===== config.mk =====
export PLATFORM = sky130hd
export DESIGN_NAME = mig_eval_sched_flat
export DESIGN_NICKNAME = d
export VERILOG_FILES = /design/src/rtl/mig_eval_sched_pkg.sv /design/src/rtl/mig_eval_sched_if.sv /design/src/rtl/mig_eval_sched_gate_unit.sv /design/src/rtl/mig_eval_sched.sv /design/src/flat_wrapper.sv
export SDC_FILE = /design/constraint.sdc
export NUM_CORES = 1
export LEC_CHECK = 0
export ABC_AREA = 1
export CAP_MARGIN = 20
export CORE_UTILIZATION = 45
export DETAILED_ROUTE_END_ITERATION = 8
export GPL_TIMING_DRIVEN = 1
export HOLD_SLACK_MARGIN = 0.06
export PLACE_DENSITY = 0.7
export SLEW_MARGIN = 20
export SYNTH_ARGS = -nofsm -noshare
export SYNTH_HDL_FRONTEND = slang
export SYNTH_SLANG_ARGS = --single-unit

===== constraint.sdc =====
create_clock -name clk -period 6.6 [get_ports clk]
set_clock_uncertainty 0.05 [all_clocks]
set_input_delay 1.32 -clock clk [delete_from_list [all_inputs] [get_ports clk]]
set_output_delay 1.32 -clock clk [all_outputs]
set_load 0.02 [all_outputs]

===== src/rtl/mig_eval_sched_pkg.sv =====
// Shared types and constants for the MIG evaluation scheduler.
// Operand select codes: 0 = const 0, 1..7 = x0..x6, 8+k = result of gate k.
package mig_pkg;

  localparam int NIN       = 7;
  localparam int OP_CONST0 = 0;
  localparam int OP_X_BASE = 1;
  localparam int OP_G_BASE = 8;

  typedef struct packed {
    logic       inv;
    logic [4:0] sel;
  } operand_t;

  // Operand A occupies the low six bits of a gate word.
  typedef struct packed {
    operand_t c;
    operand_t b;
    operand_t a;
  } gate_word_t;

  typedef enum logic [1:0] {IDLE, EVAL, DONE} state_t;

  function automatic logic maj3(input logic a, input logic b, input logic c);
    return (a & b) | (a & c) | (b & c);
  endfunction

endpackage


===== src/rtl/mig_eval_sched_if.sv =====
// Host-side bundle for the MIG evaluator: program port, run controls and results.
interface mig_eval_sched_if #(
  parameter int MAX_GATES = 16
);
  localparam int AW = $clog2(MAX_GATES);

  logic                    prog_we;
  logic [AW-1:0]           prog_addr;
  logic [17:0]             prog_data;
  logic [AW:0]             num_gates;
  logic                    out_inv;
  logic                    mode;
  logic [mig_pkg::NIN-1:0] x_in;
  logic                    start;
  logic                    busy;
  logic                    done;
  logic                    err;
  logic                    out_bit;
  logic [127:0]            tt;

  modport master (
    output prog_we, prog_addr, prog_data, num_gates, out_inv, mode, x_in, start,
    input  busy, done, err, out_bit, tt
  );

  modport slave (
    input  prog_we, prog_addr, prog_data, num_gates, out_inv, mode, x_in, start,
    output busy, done, err, out_bit, tt
  );

endinterface


===== src/rtl/mig_eval_sched_gate_unit.sv =====
// Combinational majority unit: resolves three operands against x and earlier gate
// results, and flags any operand that points at gate g or beyond.
module mig_gate_unit
  import mig_pkg::*;
#(
  parameter int MAX_GATES = 16,
  localparam int AW = $clog2(MAX_GATES)
) (
  input  gate_word_t           word,
  input  logic [NIN-1:0]       x,
  input  logic [MAX_GATES-1:0] r,
  input  logic [AW-1:0]        g,
  output logic                 result,
  output logic                 illegal
);

  logic [1:0] ea, eb, ec;

  // Returns {illegal, value}; since g never exceeds MAX_GATES-1, the g bound also
  // rejects selects past the last gate.
  function automatic logic [1:0] eval_op(input operand_t op, input logic [NIN-1:0] xv,
                                         input logic [MAX_GATES-1:0] rv, input logic [AW-1:0] gv);
    logic [4:0] idx;
    logic       v;
    logic       bad;
    idx = op.sel - 5'(OP_G_BASE);
    v   = 1'b0;
    bad = 1'b0;
    if (op.sel == 5'(OP_CONST0))
      v = 1'b0;
    else if (op.sel < 5'(OP_G_BASE))
      v = xv[op.sel[2:0] - 3'(OP_X_BASE)];
    else if (6'(idx) >= 6'(gv))
      bad = 1'b1;
    else
      v = rv[idx[AW-1:0]];
    return {bad, v ^ op.inv};
  endfunction

  assign ea = eval_op(word.a, x, r, g);
  assign eb = eval_op(word.b, x, r, g);
  assign ec = eval_op(word.c, x, r, g);

  assign result  = maj3(ea[0], eb[0], ec[0]);
  assign illegal = ea[1] | eb[1] | ec[1];

endmodule


===== src/rtl/mig_eval_sched.sv =====
// MIG evaluator top: gate-list storage, per-gate result registers and the run FSM
// that steps one gate per cycle over a single vector or all 128 vectors.
module mig_eval_sched
  import mig_pkg::*;
#(
  parameter int MAX_GATES = 16
) (
  input logic              clk,
  input logic              rst_n,
  mig_eval_sched_if.slave  bus
);

  localparam int AW = $clog2(MAX_GATES);
  localparam int GW = AW + 1;

  state_t               state, state_d;
  gate_word_t           prog [MAX_GATES];
  logic [MAX_GATES-1:0] r;
  logic [AW-1:0]        g;
  logic [GW-1:0]        gcount;
  logic                 inv_q;
  logic                 mode_q;
  logic [NIN-1:0]       x;
  logic [127:0]         tt_q;
  logic                 out_bit_q;
  logic                 err_q;
  logic                 accept;
  logic                 start_err;
  logic                 last;
  logic                 gate_res;
  logic                 gate_bad;

  mig_gate_unit #(.MAX_GATES(MAX_GATES)) u_gate (
    .word    (prog[g]),
    .x       (x),
    .r       (r),
    .g       (g),
    .result  (gate_res),
    .illegal (gate_bad)
  );

  always_comb begin
    state_d   = state;
    accept    = 1'b0;
    start_err = 1'b0;
    last      = ({1'b0, g} == gcount - GW'(1));
    case (state)
      IDLE: begin
        if (bus.start) begin
          accept    = 1'b1;
          start_err = (bus.num_gates == '0) || (bus.num_gates > GW'(MAX_GATES));
          state_d   = start_err ? DONE : EVAL;
        end
      end
      EVAL: begin
        if (gate_bad || (last && (!mode_q || x == '1)))
          state_d = DONE;
      end
      DONE:    state_d = IDLE;
      default: state_d = IDLE;
    endcase
  end

  always_ff @(posedge clk or negedge rst_n) begin
    if (!rst_n)
      state <= IDLE;
    else
      state <= state_d;
  end

  // An aborting gate writes nothing, so results from completed vectors stay intact.
  always_ff @(posedge clk or negedge rst_n) begin
    if (!rst_n) begin
      for (int i = 0; i < MAX_GATES; i++)
        prog[i] <= '0;
      r         <= '0;
      g         <= '0;
      gcount    <= '0;
      inv_q     <= 1'b0;
      mode_q    <= 1'b0;
      x         <= '0;
      tt_q      <= '0;
      out_bit_q <= 1'b0;
      err_q     <= 1'b0;
    end else begin
      if (state == IDLE && bus.prog_we)
        prog[bus.prog_addr] <= gate_word_t'(bus.prog_data);
      if (accept) begin
        gcount <= bus.num_gates;
        inv_q  <= bus.out_inv;
        mode_q <= bus.mode;
        x      <= bus.mode ? '0 : bus.x_in;
        g      <= '0;
        err_q  <= start_err;
      end
      if (state == EVAL) begin
        if (gate_bad) begin
          err_q <= 1'b1;
        end else begin
          r[g] <= gate_res;
          if (!last) begin
            g <= g + AW'(1);
          end else if (!mode_q) begin
            out_bit_q <= gate_res ^ inv_q;
          end else begin
            tt_q[x] <= gate_res ^ inv_q;
            if (x != '1) begin
              x <= x + NIN'(1);
              g <= '0;
            end
          end
        end
      end
    end
  end

  assign bus.busy    = (state != IDLE);
  assign bus.done    = (state == DONE);
  assign bus.err     = err_q;
  assign bus.out_bit = out_bit_q;
  assign bus.tt      = tt_q;

endmodule


===== src/flat_wrapper.sv =====
// flat-port wrapper written by rule: the top's interface ports become plain ports
module mig_eval_sched_flat import mig_pkg::*;
#(
  parameter int MAX_GATES = 16
)
  (clk, rst_n, bus_prog_we, bus_prog_addr, bus_prog_data, bus_num_gates, bus_out_inv, bus_mode, bus_x_in, bus_start, bus_busy, bus_done, bus_err, bus_out_bit, bus_tt);
  mig_eval_sched_if #(.MAX_GATES(MAX_GATES)) bus_i ();
  input logic clk;
  input logic rst_n;
  input wire logic [$bits(bus_i.prog_we)-1:0] bus_prog_we;
  input wire logic [$bits(bus_i.prog_addr)-1:0] bus_prog_addr;
  input wire logic [$bits(bus_i.prog_data)-1:0] bus_prog_data;
  input wire logic [$bits(bus_i.num_gates)-1:0] bus_num_gates;
  input wire logic [$bits(bus_i.out_inv)-1:0] bus_out_inv;
  input wire logic [$bits(bus_i.mode)-1:0] bus_mode;
  input wire logic [$bits(bus_i.x_in)-1:0] bus_x_in;
  input wire logic [$bits(bus_i.start)-1:0] bus_start;
  output wire logic [$bits(bus_i.busy)-1:0] bus_busy;
  output wire logic [$bits(bus_i.done)-1:0] bus_done;
  output wire logic [$bits(bus_i.err)-1:0] bus_err;
  output wire logic [$bits(bus_i.out_bit)-1:0] bus_out_bit;
  output wire logic [$bits(bus_i.tt)-1:0] bus_tt;
  assign bus_i.prog_we = bus_prog_we;
  assign bus_i.prog_addr = bus_prog_addr;
  assign bus_i.prog_data = bus_prog_data;
  assign bus_i.num_gates = bus_num_gates;
  assign bus_i.out_inv = bus_out_inv;
  assign bus_i.mode = bus_mode;
  assign bus_i.x_in = bus_x_in;
  assign bus_i.start = bus_start;
  assign bus_busy = bus_i.busy;
  assign bus_done = bus_i.done;
  assign bus_err = bus_i.err;
  assign bus_out_bit = bus_i.out_bit;
  assign bus_tt = bus_i.tt;
  mig_eval_sched #(.MAX_GATES(MAX_GATES)) u_core (.clk(clk), .rst_n(rst_n), .bus(bus_i));
endmodule

Word level (Yosys, flattened, before mapping)
Cells that the tools add are included.

Output and inout bits: 132. Word-level logic and storage cells: 242. Register bits after elaboration: 454.

Bitwise operators: 15. Muxes and demuxes: 66. Equality and inequality tests: 7. Reductions and logical operators: 19. $add $sub $neg: 9. $lt $le $gt $ge: 20.

Operators by type and width (number): $bwmux W288 (1); $bwmux W128 (1); $bmux W18 S4 (1); $demux W18 S4 (1); $mux W18 (3); $mux W7 (7); $mux W1 (33); $mux W4 (6); $logic_not A5 Y1 (4); $lt A4 B5 Y1 const B (4); $bwmux W16 (1); $ge A5 B4 Y1 (3); $lt A5 B4 Y1 const B (3); $sub A5 B4 Y5 const B (3); $bmux W1 S4 (3); $lt A3 B4 Y1 const B (3); $ge A5 B5 Y1 const B (2); $not A4 Y5 (2); $bmux W1 S3 (3); $sub A3 B1 Y3 const B (3); $lt A7 B8 Y1 const B (1); $reduce_and A4 Y1 (2); $add A7 B1 Y7 const B (1); $demux W1 S7 (1); 26 further kinds (44).

Depth between registers and ports, before layout
Depth in word-level cells: 16. Gate-level depth with buffers: 32.

Hierarchy
Synthesis repeated with hierarchy kept, for this count alone.

Cell total of the unflattened synthesis: 2936. Area, all modules: 22983.3 sq um.

By module, submodules not included: mig_eval_sched (instances 1, cells each 2660, area an instance 21555.7 sq um, seq. area each 11360.9 sq um); mig_gate_unit (instances 1, cells each 276, area an instance 1427.6 sq um, seq. area each 0.0 sq um).

Least setup slack after synthesis
OpenSTA, ideal clock, no wires.

Path kind: reg2reg. Start: register u_core.g[0]. End: register u_core.tt_q[120], in the netlist u_core.bus.tt[120]. Required time: 6.432 ns. Arrival: 3.386 ns. Period minus slack after synthesis: 3.554 ns. Cell stages (with the launch flop): 30. Setup slack: 3.046 ns. Path buffers: 5. Setup time: 0.118 ns. Cells stage by stage: dfrtp_1 > buf_6 > buf_4 > nor2_1 > nor2_1 > o21ai_0 > nand2_1 > nand2_1 > nand2_1 > nor2_2 > buf_2 > ha_1 > o21ai_0 > inv_1 > o21ai_0 > nand2_1 > nand2_1 > nand2_1 > nor2_1 > nor2_1 > a22oi_1 > nand2_1 > nor2_4 > nand3_2 > buf_4 > buf_6 > nor3_2 > inv_1 > nand2_1 > nand2_1.

Longest elaborated chain between the ends: 16. Elaborated cells between the ends (all ways): 64.

Ends and longest elaborated chain: start: declaration (line mig_eval_sched.sv:19) `logic [AW-1:0] g;`; start signal: assignment (line mig_eval_sched.sv:102) `g <= g + AW'(1);`; $not A4 Y5 (implied by the code) (line mig_eval_sched.sv:34) `.word (prog[g]),`; $bmux W18 S4 (line mig_eval_sched.sv:34); $mux W18 (implied by the code) (2 in a row) (line mig_eval_sched.sv:34); $sub A5 B4 Y5 (line mig_eval_sched_gate_unit.sv:26) `idx = op.sel - 5'(OP_G_BASE);`; $bmux W1 S4 (line mig_eval_sched_gate_unit.sv:36) `v = rv[idx[AW-1:0]];`; $mux W1 (implied by the code) (line mig_eval_sched_gate_unit.sv:36); $mux W1 (line mig_eval_sched_gate_unit.sv:33) `else if (6'(idx) >= 6'(gv))`; $mux W1 (line mig_eval_sched_gate_unit.sv:31) `else if (op.sel < 5'(OP_G_BASE))`; $mux W1 (line mig_eval_sched_gate_unit.sv:29) `if (op.sel == 5'(OP_CONST0))`; $xor A1 B1 Y1 (line mig_eval_sched_gate_unit.sv:37) `return {bad, v ^ op.inv};`; $and A1 B1 Y1 (line mig_eval_sched_pkg.sv:25) `return (a & b) | (a & c) | (b & c);`; $or A1 B1 Y1 (2 in a row) (line mig_eval_sched_pkg.sv:25); $xor A1 B1 Y1 (line mig_eval_sched.sv:106) `tt_q[x] <= gate_res ^ inv_q;`; $bwmux W128 (line mig_eval_sched.sv:106); end signal: indexed assignment (line mig_eval_sched.sv:106); end: declaration (line mig_eval_sched.sv:24) `logic [127:0] tt_q;`.

Several ways; a longest one is shown, not always the timed one. The select of a mux whose other input is x is not followed. A chain may end at the register's enable or synchronous reset.

Final worst setup path
Start: register u_core.g[1]. End: register u_core.tt_q[102], in the netlist u_core.bus.tt[102].

Same word-level chain as after synthesis.

==> impl_metrics.json <==
{
  "portBuffers": 171,
  "rows": 83,
  "cts.reportedPaths.clkPinSlew_ns": 0.06,
  "gp_weighted_congestion": 0.9259,
  "syn_inst": 3007,
  "share_seq_of_total_power_pct": 48.7,
  "boundaryPins": 172,
  "cp-end-kind": "flop",
  "timing.rr.start": "u_core.g[1]",
  "timing.critical_path.arrival_ns": 5.70,
  "clockPowerShare_pct": 49.3,
  "netSwitchingFraction_pct": 21.70,
  "number_of_flops_mapped_to_enable_cells_by_yosys": 0,
  "timing.fmax_mhz": 189.0,
  "synth_mux_area_share_pct": 0.04258,
  "critical-path-slowest-cell": "sky130_fd_sc_hd__inv_2",
  "detailedRoute.firstIterationViolations": 2073,
  "area_growth_pct": 15.18,
  "synth.cell_area_sq_um": 23510,
  "fp.dieArea_sq_um": 53150,
  "layout.cells.most_common": "sky130_fd_sc_hd__nand2_1",
  "final-setup-viol-count": 0,
  "max_stage_delay_ns": 0.59,
  "hold_path.class": "flop to flop",
  "timing_worst_setup_path_type": "flop to flop",
  "cts_repair_resize_count": 0,
  "timing.max_cap.violations": 0,
  "drt-vias-per-instance": 5.457,
  "p_leak_nw": 12.16,
  "required_ns": 7.01,
  "die_width_um": 230.6,
  "intPower_mw": 4.472,
  "hold_slack_ns": 0.4164,
  "worstPathMaxFanout": 77,
  "die_height_um": 230.6,
  "gr-usage-all-layers_pct": 25.12,
  "gr-total-overflow": 0,
  "ys_dominant_reg_cell": "sky130_fd_sc_hd__dfrtp_1",
  "pin_count_of_the_biggest_net_entering_global_routing": 158,
  "post_cts.repair.setup_buffers": 0,
  "ys_warn_count": 0,
  "cts_made_buffers": 49,
  "synth_top_family_by_area": "simple AND/OR/NAND/NOR gates",
  "peakVddDrop_uv": 162.6,
  "utilization_pct": 52.56,
  "switchingPower_mw": 1.240,
  "wl_mm": 66.71,
  "tritoncts": "done",
  "comb_power_share_pct": 2.0,
  "startpoint": "u_core.g[1]",
  "power_density_nw_per_um2": 211.0,
  "start_util_pct": 45.63,
  "clk_path_buf_depth": 3,
  "hpwl_mm": 41.07,
  "final.min_clock_period_ns": 5.290,
  "yosys.area_share.simple_pct": 28.97,
  "outcome": "complete, no violations",
  "post_synth_xor_area_fraction_pct": 0.4844,
  "mappedNetlistNets": 3074,
  "antenna_found_initial": 0,
  "report.final.slew_viol_count": 0,
  "path_delay_family": "simple AND/OR/NAND/NOR gates",
  "worst_skew_pair_later_pin_latency_ns": 0.59,
  "core_region_area_sq_um": 51510,
  "drive_gt1_share_pct": 8.633,
  "postRouteAntennaNets": 0,
  "final.setup.tns_ns": 0,
  "cts.sink_count": 454,
  "hold_buffers": 0,
  "via_count_of_the_first_global_routing_pass": 19629,
  "pin_slew_with_the_least_headroom_to_its_limit_ns": 1.121,
  "yosys_register_bits": 454,
  "dpl_cell_area_sq_um": 25450,
  "detailed_route_drc_error_count": 0,
  "final_min_period_over_clock_period_pct": 80.15,
  "h-tree-depth": 2,
  "compound_gate_fraction_of_synth_area_pct": 11.65,
  "mostFrequentLayoutCells": "sky130_fd_sc_hd__nand2_1 (915), sky130_fd_sc_hd__dfrtp_1 (452), sky130_fd_sc_hd__o21ai_0 (419)",
  "grt_pass1_wl_mm": 106.9,
  "min-delay-start": "u_core.state[1]",
  "synth_cell_type_count": 40,
  "vias_after_detailed_routing": 20715,
  "ff2ff_setup_slack_ns": 1.31,
  "asyncSetResetFlopFracSynth_pct": 100.0,
  "worst_path_most_repeated_cell": "sky130_fd_sc_hd__nand2_1",
  "fillCellCount": 4854,
  "start_kind": "flop",
  "syn_avg_cell_area_sq_um": 7.817,
  "final_net_count": 3148,
  "first_pass_iters": 6,
  "cp_num_buf_inv": 4,
  "rsz0062_at_grt": "false",
  "final_hold_viol_count": 0,
  "synth-seq-area-share_pct": 48.33,
  "antenna_cells_inserted": 0,
  "fin_area_sq_um": 27070,
  "cts_root_buffer": "sky130_fd_sc_hd__clkbuf_16",
  "max-slew-margin-rel_pct": 25.19,
  "avgRoutedWirePerCell_um": 17.57,
  "post_synthesis_share_of_cell_area_spent_on_full_adders_half_adders_and_majority_gates_pct": 1.437
}
-- per-stage QoR --
step                instances  total power [mW]  setup slack (ns)
detailed placement       3710             2.951             1.425
CTS                      3796             5.764             1.378
global placement         3710             2.949             1.470
floorplan                3007             2.857             3.046
finish                   3796             5.712             1.310
global route             3796             5.878            0.8024
-- flip-flops by register name, indices dropped and copies added (netlist names) --
register / count
u_core.bus.err: 1
u_core.bus.out_bit: 1
u_core.bus.tt: 128
u_core.g: 4
u_core.gcount: 5
u_core.inv_q: 1
u_core.mode_q: 1
u_core.prog: 288
u_core.r: 16
u_core.state: 2
u_core.x: 7
-- Yosys cell counts (3+ instances only) --
cell type                    n  area (sq um)
sky130_fd_sc_hd__nand2_1   920          3453
sky130_fd_sc_hd__dfrtp_1   454         11360
sky130_fd_sc_hd__o21ai_0   419          2097
sky130_fd_sc_hd__inv_1     286          1074
sky130_fd_sc_hd__nor2_1    221         829.6
sky130_fd_sc_hd__nand3_1   203          1016
sky130_fd_sc_hd__nor3_2    120          1201
sky130_fd_sc_hd__clkbuf_1   78         292.8
sky130_fd_sc_hd__buf_2      51         255.2
sky130_fd_sc_hd__o21ai_1    32         160.2
sky130_fd_sc_hd__buf_6      30         337.8
sky130_fd_sc_hd__ha_1       27         337.8
sky130_fd_sc_hd__a21oi_1    23         115.1
sky130_fd_sc_hd__o22ai_1    20         125.1
sky130_fd_sc_hd__buf_4      13         97.59
sky130_fd_sc_hd__nand4_1    13         81.33
sky130_fd_sc_hd__a32o_1     12         120.1
sky130_fd_sc_hd__buf_1      12         45.04
sky130_fd_sc_hd__nor3_1     12         60.06
sky130_fd_sc_hd__nor2_2     11         68.82
sky130_fd_sc_hd__xor2_1      7         61.31
sky130_fd_sc_hd__xnor2_1     6         52.55
sky130_fd_sc_hd__a22oi_1     5         37.54
sky130_fd_sc_hd__inv_2       4         15.01
sky130_fd_sc_hd__nand2_2     4         25.02
sky130_fd_sc_hd__nand3_2     3         30.03
sky130_fd_sc_hd__o211ai_1    3         22.52
-- power groups by stage --
stage	registers (mW)	logic, mW	clock network, mW
after CTS	2.78	0.117	2.86
after floorplan	2.84	0.0215	0
final	2.78	0.113	2.82
after detailed placement	2.83	0.117	0
after global placement	2.83	0.115	0
after global routing	2.78	0.130	2.97
-- worst paths after layout --
kind / end / cells past startpoint
setup / recovery: u_core.bus.tt[102] / 25
hold / removal: u_core.state[1] / 1
setup reg to reg: u_core.bus.tt[102] / 25
hold reg to reg: u_core.state[1] / 1
max in group asynchronous: u_core.g[0] / 2
min in group asynchronous: u_core.bus.tt[77] / 1
-- routing by layer --
layer | GRT usage (%) | up-vias | part of all wire [%]
met5 | 0 | - | 0
met4 | 7.885 | 0 | 2.5
met3 | 3.594 | 121 | 7.0
met2 | 41.93 | 805 | 48
met1 | 33.70 | 10019 | 42
li1 | - | 9770 | -
-- cell families after synthesis --
logic type,Yosys count
AOI/OAI and AO/OA,522
buffers and inverters,478
xor gates and xnor gates,13
muxes,1
adders and majority gates,27
DFF,454
and+or+nand+nor,1512
-- cell type report --
type	instances	area, sq um	share of cell area, %
Clock buffer	72	1443	5.329
Clock inverter	14	180.2	0.6655
Inverter	293	1102	4.072
Multi-Input combinational cell	2075	10050	37.12
Sequential cell	454	11370	41.98
Tap cell	680	850.8	3.143
Timing Repair Buffer	208	2082	7.690
(Power assumes the default switching activity.)
